<file path="src/rtl/rtc_refresh_sequencer.sv">
// Periodic RTC snapshot reader: nine bus reads into shadow registers,
// then a one-cycle 8'hFF commit strobe for the display latch.
module rtc_refresh_sequencer #(
  parameter int         TIMEOUT_CYC = 255,
  parameter logic [7:0] ADDR_BASE_T = 8'h21,
  parameter logic [7:0] ADDR_BASE_C = 8'h41
) (
  input  logic       clock,
  input  logic       reset,
  input  logic       refresh_tick,
  input  logic       prog_busy,
  input  logic       bus_ack,
  input  logic [7:0] bus_rdata,
  output logic       bus_req,
  output logic [7:0] bus_addr,
  output logic [7:0] handshake,
  output logic [7:0] s_oro,
  output logic [7:0] m_oro,
  output logic [7:0] h_oro,
  output logic [7:0] giorno,
  output logic [7:0] messe,
  output logic [7:0] agno,
  output logic [7:0] secondo,
  output logic [7:0] minute,
  output logic [7:0] ora,
  output logic       busy,
  output logic       err
);

  localparam int CW = $clog2(TIMEOUT_CYC + 1);
  localparam logic [CW-1:0] TLAST = CW'(TIMEOUT_CYC - 1);

  typedef enum logic [2:0] {
    IDLE,
    ISSUE,
    WAIT_ACK,
    NEXT,
    COMMIT
  } state_t;

  state_t          r_st;
  state_t          w_nx;
  logic [3:0]      r_idx;
  logic [3:0]      w_idx_nx;
  logic            r_pend;
  logic [CW-1:0]   r_cnt;
  logic            w_ack_ok;
  logic            w_tmo;
  logic [7:0]      r_sh [9];

  function automatic logic [7:0] f_addr(input logic [3:0] i);
    if (i < 4'd6)
      return ADDR_BASE_T + {4'b0, i};
    else
      return ADDR_BASE_C + {4'b0, i} - 8'd6;
  endfunction

  always_comb begin
    w_nx     = r_st;
    w_idx_nx = r_idx;
    w_ack_ok = 1'b0;
    w_tmo    = 1'b0;
    unique case (r_st)
      IDLE: begin
        if ((refresh_tick || r_pend) && !prog_busy) begin
          w_nx     = ISSUE;
          w_idx_nx = 4'd0;
        end
      end
      ISSUE: w_nx = WAIT_ACK;
      WAIT_ACK: begin
        if (bus_ack) begin
          w_nx     = NEXT;
          w_ack_ok = 1'b1;
        end else if (r_cnt == TLAST) begin
          w_nx  = IDLE;
          w_tmo = 1'b1;
        end
      end
      NEXT: begin
        // prog_busy aborts only here, at a register boundary
        if (prog_busy) begin
          w_nx = IDLE;
        end else if (r_idx == 4'd8) begin
          w_nx = COMMIT;
        end else begin
          w_nx     = ISSUE;
          w_idx_nx = r_idx + 4'd1;
        end
      end
      COMMIT:  w_nx = IDLE;
      default: w_nx = IDLE;
    endcase
  end

  always_ff @(posedge clock or posedge reset) begin
    if (reset) begin
      r_st      <= IDLE;
      r_idx     <= 4'd0;
      r_pend    <= 1'b0;
      r_cnt     <= '0;
      bus_req   <= 1'b0;
      bus_addr  <= 8'h00;
      handshake <= 8'h00;
      busy      <= 1'b0;
      err       <= 1'b0;
      for (int k = 0; k < 9; k++) r_sh[k] <= 8'h00;
    end else begin
      r_st   <= w_nx;
      r_idx  <= w_idx_nx;
      r_pend <= (r_st == IDLE && w_nx == ISSUE) ? 1'b0
                                                : (r_pend | refresh_tick);
      r_cnt  <= (r_st == WAIT_ACK) ? r_cnt + CW'(1) : '0;
      // outputs are registered from next state so they line up with it
      bus_req   <= (w_nx == ISSUE) || (w_nx == WAIT_ACK);
      if (w_nx == ISSUE) bus_addr <= f_addr(w_idx_nx);
      handshake <= (w_nx == COMMIT) ? 8'hFF : 8'h00;
      busy      <= (w_nx != IDLE);
      err       <= w_tmo;
      if (w_ack_ok) r_sh[r_idx] <= bus_rdata;
    end
  end

  assign s_oro   = r_sh[0];
  assign m_oro   = r_sh[1];
  assign h_oro   = r_sh[2];
  assign giorno  = r_sh[3];
  assign messe   = r_sh[4];
  assign agno    = r_sh[5];
  assign secondo = r_sh[6];
  assign minute  = r_sh[7];
  assign ora     = r_sh[8];

endmodule

</file>
<file path="config.mk">
export PLATFORM = sky130hd
export DESIGN_NAME = rtc_refresh_sequencer
export DESIGN_NICKNAME = d
export VERILOG_FILES = /design/src/rtl/rtc_refresh_sequencer.sv
export SDC_FILE = /design/constraint.sdc
export NUM_CORES = 1
export LEC_CHECK = 0
export BUFFER_PORTS_ARGS = -buffer_cell sky130_fd_sc_hd__buf_2
export CORE_MARGIN = 2
export CORE_UTILIZATION = 45
export CTS_CLUSTER_SIZE = 10
export DETAILED_ROUTE_END_ITERATION = 10
export PLACE_DENSITY_LB_ADDON = 0.15
export REMOVE_ABC_BUFFERS = 1
export SYNTH_ARGS = -nofsm -noshare
export SYNTH_HDL_FRONTEND = slang
export SYNTH_SLANG_ARGS = --single-unit
</file>
<file path="constraint.sdc">
create_clock -name clock -period 4.2 [get_ports clock]
set_input_delay 0.84 -clock clock [delete_from_list [all_inputs] [get_ports clock]]
set_output_delay 0.84 -clock clock [all_outputs]
set_load 0.03 [all_outputs]
</file>
Yosys cells after proc, flatten, opt, wreduce, memory -nomap -nowiden
Index checks and enable logic that the tools add are counted.
{"block": "totals", "in_bits": 13, "output_inout_bits": 91, "register_bits": 107, "elab_cells": 66}
{"block": "classes", "bitwise": 2, "n_mux": 22, "order_cmp": 3, "n_reduce_logical": 8, "n_eq_ne": 8, "addsub": 5}
{"cell": "$bwmux W72", "n": 1}
{"cell": "$demux W8 S4", "n": 1}
{"cell": "$mux W8", "n": 4}
{"cell": "$mux W3", "n": 5}
{"cell": "$mux W4", "n": 3}
{"cell": "$pmux W3 S4", "n": 1}
{"cell": "$eq A3 B2 Y1 const B", "n": 3}
{"cell": "$add A7 B4 Y8 const A", "n": 1}
{"cell": "$add A8 B1 Y8 const B", "n": 1}
{"cell": "$eq A8 B8 Y1 const B", "n": 1}
{"cell": "$pmux W4 S2", "n": 1}
{"cell": "$sub A8 B3 Y8 const B", "n": 1}
{"cell": "$add A6 B4 Y7 const A", "n": 1}
{"cell": "$eq A3 B1 Y1 const B", "n": 2}
{"cell": "$mux W1", "n": 6}
{"cell": "$ge A5 B5 Y1 const B", "n": 1}
{"cell": "$lt A5 B1 Y1 const B", "n": 1}
{"cell": "$not A4 Y5", "n": 1}
{"cell": "$add A4 B1 Y4 const B", "n": 1}
{"cell": "$eq A4 B4 Y1 const B", "n": 1}
{"cell": "$lt A4 B3 Y1 const B", "n": 1}
{"cell": "$eq A3 B3 Y1 const B", "n": 1}
{"cell": "$logic_and A1 B1 Y1", "n": 3}
{"cell": "$logic_not A3 Y1", "n": 1}
{"cell": "4 further kinds", "n": 5}

Logic depth before layout (Yosys ltp)
{"block": "logic_depth", "ltp_word": 7, "mapped_depth": 12, "mapped_depth_nobuf": 12}

Least setup slack after synthesis
No wires, ideal clock.
{"block": "synth_timing", "path_type": "input -> register", "start": "in refresh_tick", "end": "reg bus_addr[2]", "arrival_time_ps": 2223, "setup_slack_ps": 1856, "path_stages": 10, "setup_ps": 120, "required_ps": 4080, "cell_sequence": "nor2_1 nor3_1 o21ai_0 a21o_1 inv_1 ha_1 inv_1 mux2i_1 o31ai_1 a31o_2"}
{"block": "synth_between", "elab_chain_len": 7, "elab_cells_between_ends": 12}
{"element": "start: declaration", "line": "10", "text": "input logic refresh_tick,"}
{"element": "$logic_or A1 B1 Y1 (*)", "line": "65", "text": "if ((refresh_tick || r_pend) && !prog_busy) begin"}
{"element": "$logic_and A1 B1 Y1 (*)", "line": "65"}
{"element": "$mux W4 (*)", "line": "65"}
{"element": "$pmux W4 S2 (*)", "line": "63", "text": "unique case (r_st)"}
{"element": "net w_idx_nx[0]", "line": "44", "text": "logic [3:0] w_idx_nx;"}
{"element": "$add A7 B4 Y8", "line": "55", "text": "return ADDR_BASE_C + {4'b0, i} - 8'd6;"}
{"element": "$sub A8 B3 Y8", "line": "55"}
{"element": "$mux W8 (*)", "line": "52", "text": "if (i < 4'd6)"}
{"element": "end signal: assignment", "line": "116", "text": "if (w_nx == ISSUE) bus_addr <= f_addr(w_idx_nx);"}
{"element": "end: declaration", "line": "15", "text": "output logic [7:0] bus_addr,"}
Mark *: on every way through the listed nets, which the timed path passes. The rest lies on a longest branch.
A chain may end at the register's enable or synchronous reset.

Worst setup path after layout
{"block": "layout_timing", "start": "reg r_idx[0]", "end": "reg bus_addr[2]"}
{"block": "layout_between", "elab_chain_len": 7, "elab_cells_between_ends": 15}
{"element": "start: declaration", "line": "43", "text": "logic [3:0] r_idx;"}
{"element": "start signal: assignment", "line": "110", "text": "r_idx <= w_idx_nx;"}
{"element": "$add A4 B1 Y4 or $eq A4 B4 Y1 (tied branches)", "line": "88, 84"}
{"element": "$mux W4", "line": "84", "text": "end else if (r_idx == 4'd8) begin"}
{"element": "$mux W4", "line": "82", "text": "if (prog_busy) begin"}
{"element": "$pmux W4 S2 (*)", "line": "63"}
{"element": "net w_idx_nx[0]", "line": "44"}
{"element": "$add A7 B4 Y8", "line": "55"}
{"element": "$sub A8 B3 Y8", "line": "55"}
{"element": "$mux W8 (*)", "line": "52"}
Marked as above.

==> out/results.ini <==
[outcome]
outcome=finished, final reports clean

[global_routing]
antenna_found_initial=0
grt_max_degree=55
grt_pass1_vias=2578
grt_usage_pct=17.7
globalRoute.totalOverflow=0
grt_pass1_wl_um=13600

[die]
rows=35
die_h_um=100
io_pins=104
start_util_pct=45.5
core-area_um2=9110
die_w_um=100
dieArea_um2=10000

[placed_design]
gp_congestion=0.921
dp_hpwl_um=6040
place_area_um2=4720
place.port_buffers=102
pre_cts_ws_ns=1.52

[synthesis]
synth_seq_area_share_pct=59.7
synth-edff-count=0
syn_inst=304
synthTopCellsByArea=dfrtp_1 (60%), mux2_2 (20%), ha_1 (2.4%)
synth_top_area_cell=dfrtp_1
ys_types=43
async_reset_ff_share_pct=100
ys_seq_elements=99
syn_area_um2=4150
yosys_warnings=0
yosys.area.top_type_share_pct=59.7
yosysMostFrequentCell=dfrtp_1
ys.flop_type=dfrtp_1
yosys-top-cells-count=dfrtp_1 (99), mux2_2 (72), nor2_1 (17), nand2_1 (14), buf_4 (13)
synth.avg_cell_area_um2=13.6

[routing]
wl_um=8470
vias=2713
wl_per_cell_um=16.2
vias_per_cell=5.20
drt_pass1_iterations=4
drc_errors=0
ant_nets=0
drtIter0Drc=74

[worst_setup_path]
cp_max_fo=13
max_stage_delay_ns=0.46
worstPathCellList=inv_1 -> ha_1 -> and3b_1 -> nor2_1 -> o21ai_0 -> buf_4 -> a21o_1 -> inv_1 -> ha_1 -> inv_1 -> mux2i_1 -> o31ai_1 -> a31o_2
critPathKind=reg2reg
crit_top_cell=inv_1
setup.worst_path.end_class=flop
start_kind=flop
worst_path_max_delay_cell=dfrtp_1
cp.required_ns=4.45
arrival_ns=2.76

[power]
switchingPower_w=0.00160
p_leak_nw=2.61
seqPwrFrac_pct=39.1
vdd_drop_max_mv=0.316
p_int_w=0.00216
powerDensity_nw_per_um2=763
clockPowerShare_pct=16.8
pwr-share-comb_pct=44.0
switching_share_pct=42.6

[timing]
fin_tns_setup_ns=0
tightest_slew_ns=0.650
max_freq_mhz=399
relSlewSlack_pct=56.7
grt_setup_unrepaired=false
post-route-worst-setup-slack_ns=1.70
slew_viol_final=0
finalHoldViolCount=0
setup_viol=0
min_period_over_period_pct=59.6
period_needed_ns=2.50
fin_worst_skew_ns=0.0167

[clock_tree]
clkLatencyLatePin_ns=0.37
cts_resized=0
cts_max_path_buffers=2
cts.sinks=99
clkSlewWorstSetupHoldPaths_ns=0.09
cts_made_buffers=9
post-cts-setup-buffer-count=0
ctsHoldBuffers=0
clockRootBuffer=clkbuf_8
h-tree-depth=3
cts_tree=built

[worst_hold_path]
hold_path.class=reg2reg

[cells_and_area]
layout-drive-gt1-share_pct=51.3
syn2layout_area_growth_pct=18.9
final_area_um2=4930
antenna_cells=0
nets=427
post-route-util_pct=54.1

[job]
drv_cap=0

worst max-delay path, delay by kind of cell, from the launching register on:
family,cells,cell delay (ns)
AO/OA/AOI/OAI,4,0.64
buffers and inverters,4,0.43
adder cells (fa/ha/maj),2,0.39
flip-flops,1,0.46
AND/OR/NAND/NOR,2,0.35
multiplexers,1,0.14
layout make-up:
cell class                      instances  area [um2]
Fill cell                             824        4180
Sequential cell                        99        2480
Multi-Input combinational cell        183        1540
Timing Repair Buffer                  105         533
Tap cell                              111         139
Clock buffer                           10         138
Clock inverter                          6        71.3
Inverter                                8        32.5
layout by cell type (no fill, tap or decap), drive strengths merged, types with 2 or more instances in the layout:
cell type  count
buf          105
dfrtp         99
mux2          73
nand2         18
nor2          17
clkbuf        10
inv           10
o21ai          9
ha             8
nand3          6
a21oi          6
nor3           5
and2           5
or2            3
o21a           3
xor2           3
or3            3
o31ai          3
mux2i          2
and3           2
clkinvlp       2
nor3b          2
or3b           2
path summary, 6_finish.rpt:
path,startpoint,end,slack (ns),cells past startpoint
worst max-delay path,r_idx[0],bus_addr[2],1.70,13
worst min-delay path,bus_addr[3],bus_addr[3],0.47,2
worst max register to register,r_idx[0],bus_addr[2],1.70,13
worst min register to register,bus_addr[3],bus_addr[3],0.47,2
max in group asynchronous,reset,bus_addr[0],2.86,3
min in group asynchronous,reset,r_cnt[2],0.57,2
metal layers:
metal	vias up	global-route usage, %	wire length (um)
met5	-	0	0
met4	0	6.64	131
met3	13	4.04	381
met2	68	26.8	3850
met1	1367	25.2	4110
li1	1265	-	-
power groups by stage:
| stage | clock (W) | sequential [W] | combinational [W] |
|---|---|---|---|
| 4_1_cts | 0.000657 | 0.00147 | 0.00167 |
| 2_1_floorplan | 0 | 0.00206 | 0.000603 |
| 6_report | 0.000633 | 0.00147 | 0.00166 |
| 3_5_place_dp | 0 | 0.00149 | 0.00167 |
| 5_1_grt | 0.000696 | 0.00151 | 0.00177 |
| 3_3_place_gp | 0 | 0.00148 | 0.00164 |
metrics by stage:
| stage | instances | power [W] | hold WS (ns) |
|---|---|---|---|
| 2_1_floorplan | 290 | 0.00266 | 0.455 |
| 3_3_place_gp | 506 | 0.00312 | 0.464 |
| 3_5_place_dp | 506 | 0.00316 | 0.460 |
| 4_1_cts | 522 | 0.00380 | 0.481 |
| 5_1_grt | 522 | 0.00398 | 0.503 |
| 6_report | 522 | 0.00376 | 0.472 |
cell families (layout without fill, tap and decap cells):
kind of cell               Yosys count  count (layout)  synth area share, %
AOI/OAI and AO/OA                   28              28                 4.68
xor gates and xnor gates             4               4                0.845
adders and majority gates            8               8                 2.41
buffers and inverters               22             129                 3.17
DFF                                 99              99                 59.7
muxes                               75              75                 20.3
other                                1               1               0.0904
and+or+nand+nor                     67              67                 8.78
registers in the layout, summed over array words and instances (netlist names):
register and count:
agno 8, bus_addr 7, bus_req 1, busy 1
err 1, giorno 8, h_oro 8, handshake 1
m_oro 8, messe 8, minute 8, ora 8
r_cnt 8, r_idx 4, r_pend 1, r_st 3
s_oro 8, secondo 8
No activity file was read; power rests on OpenSTA's default activity.
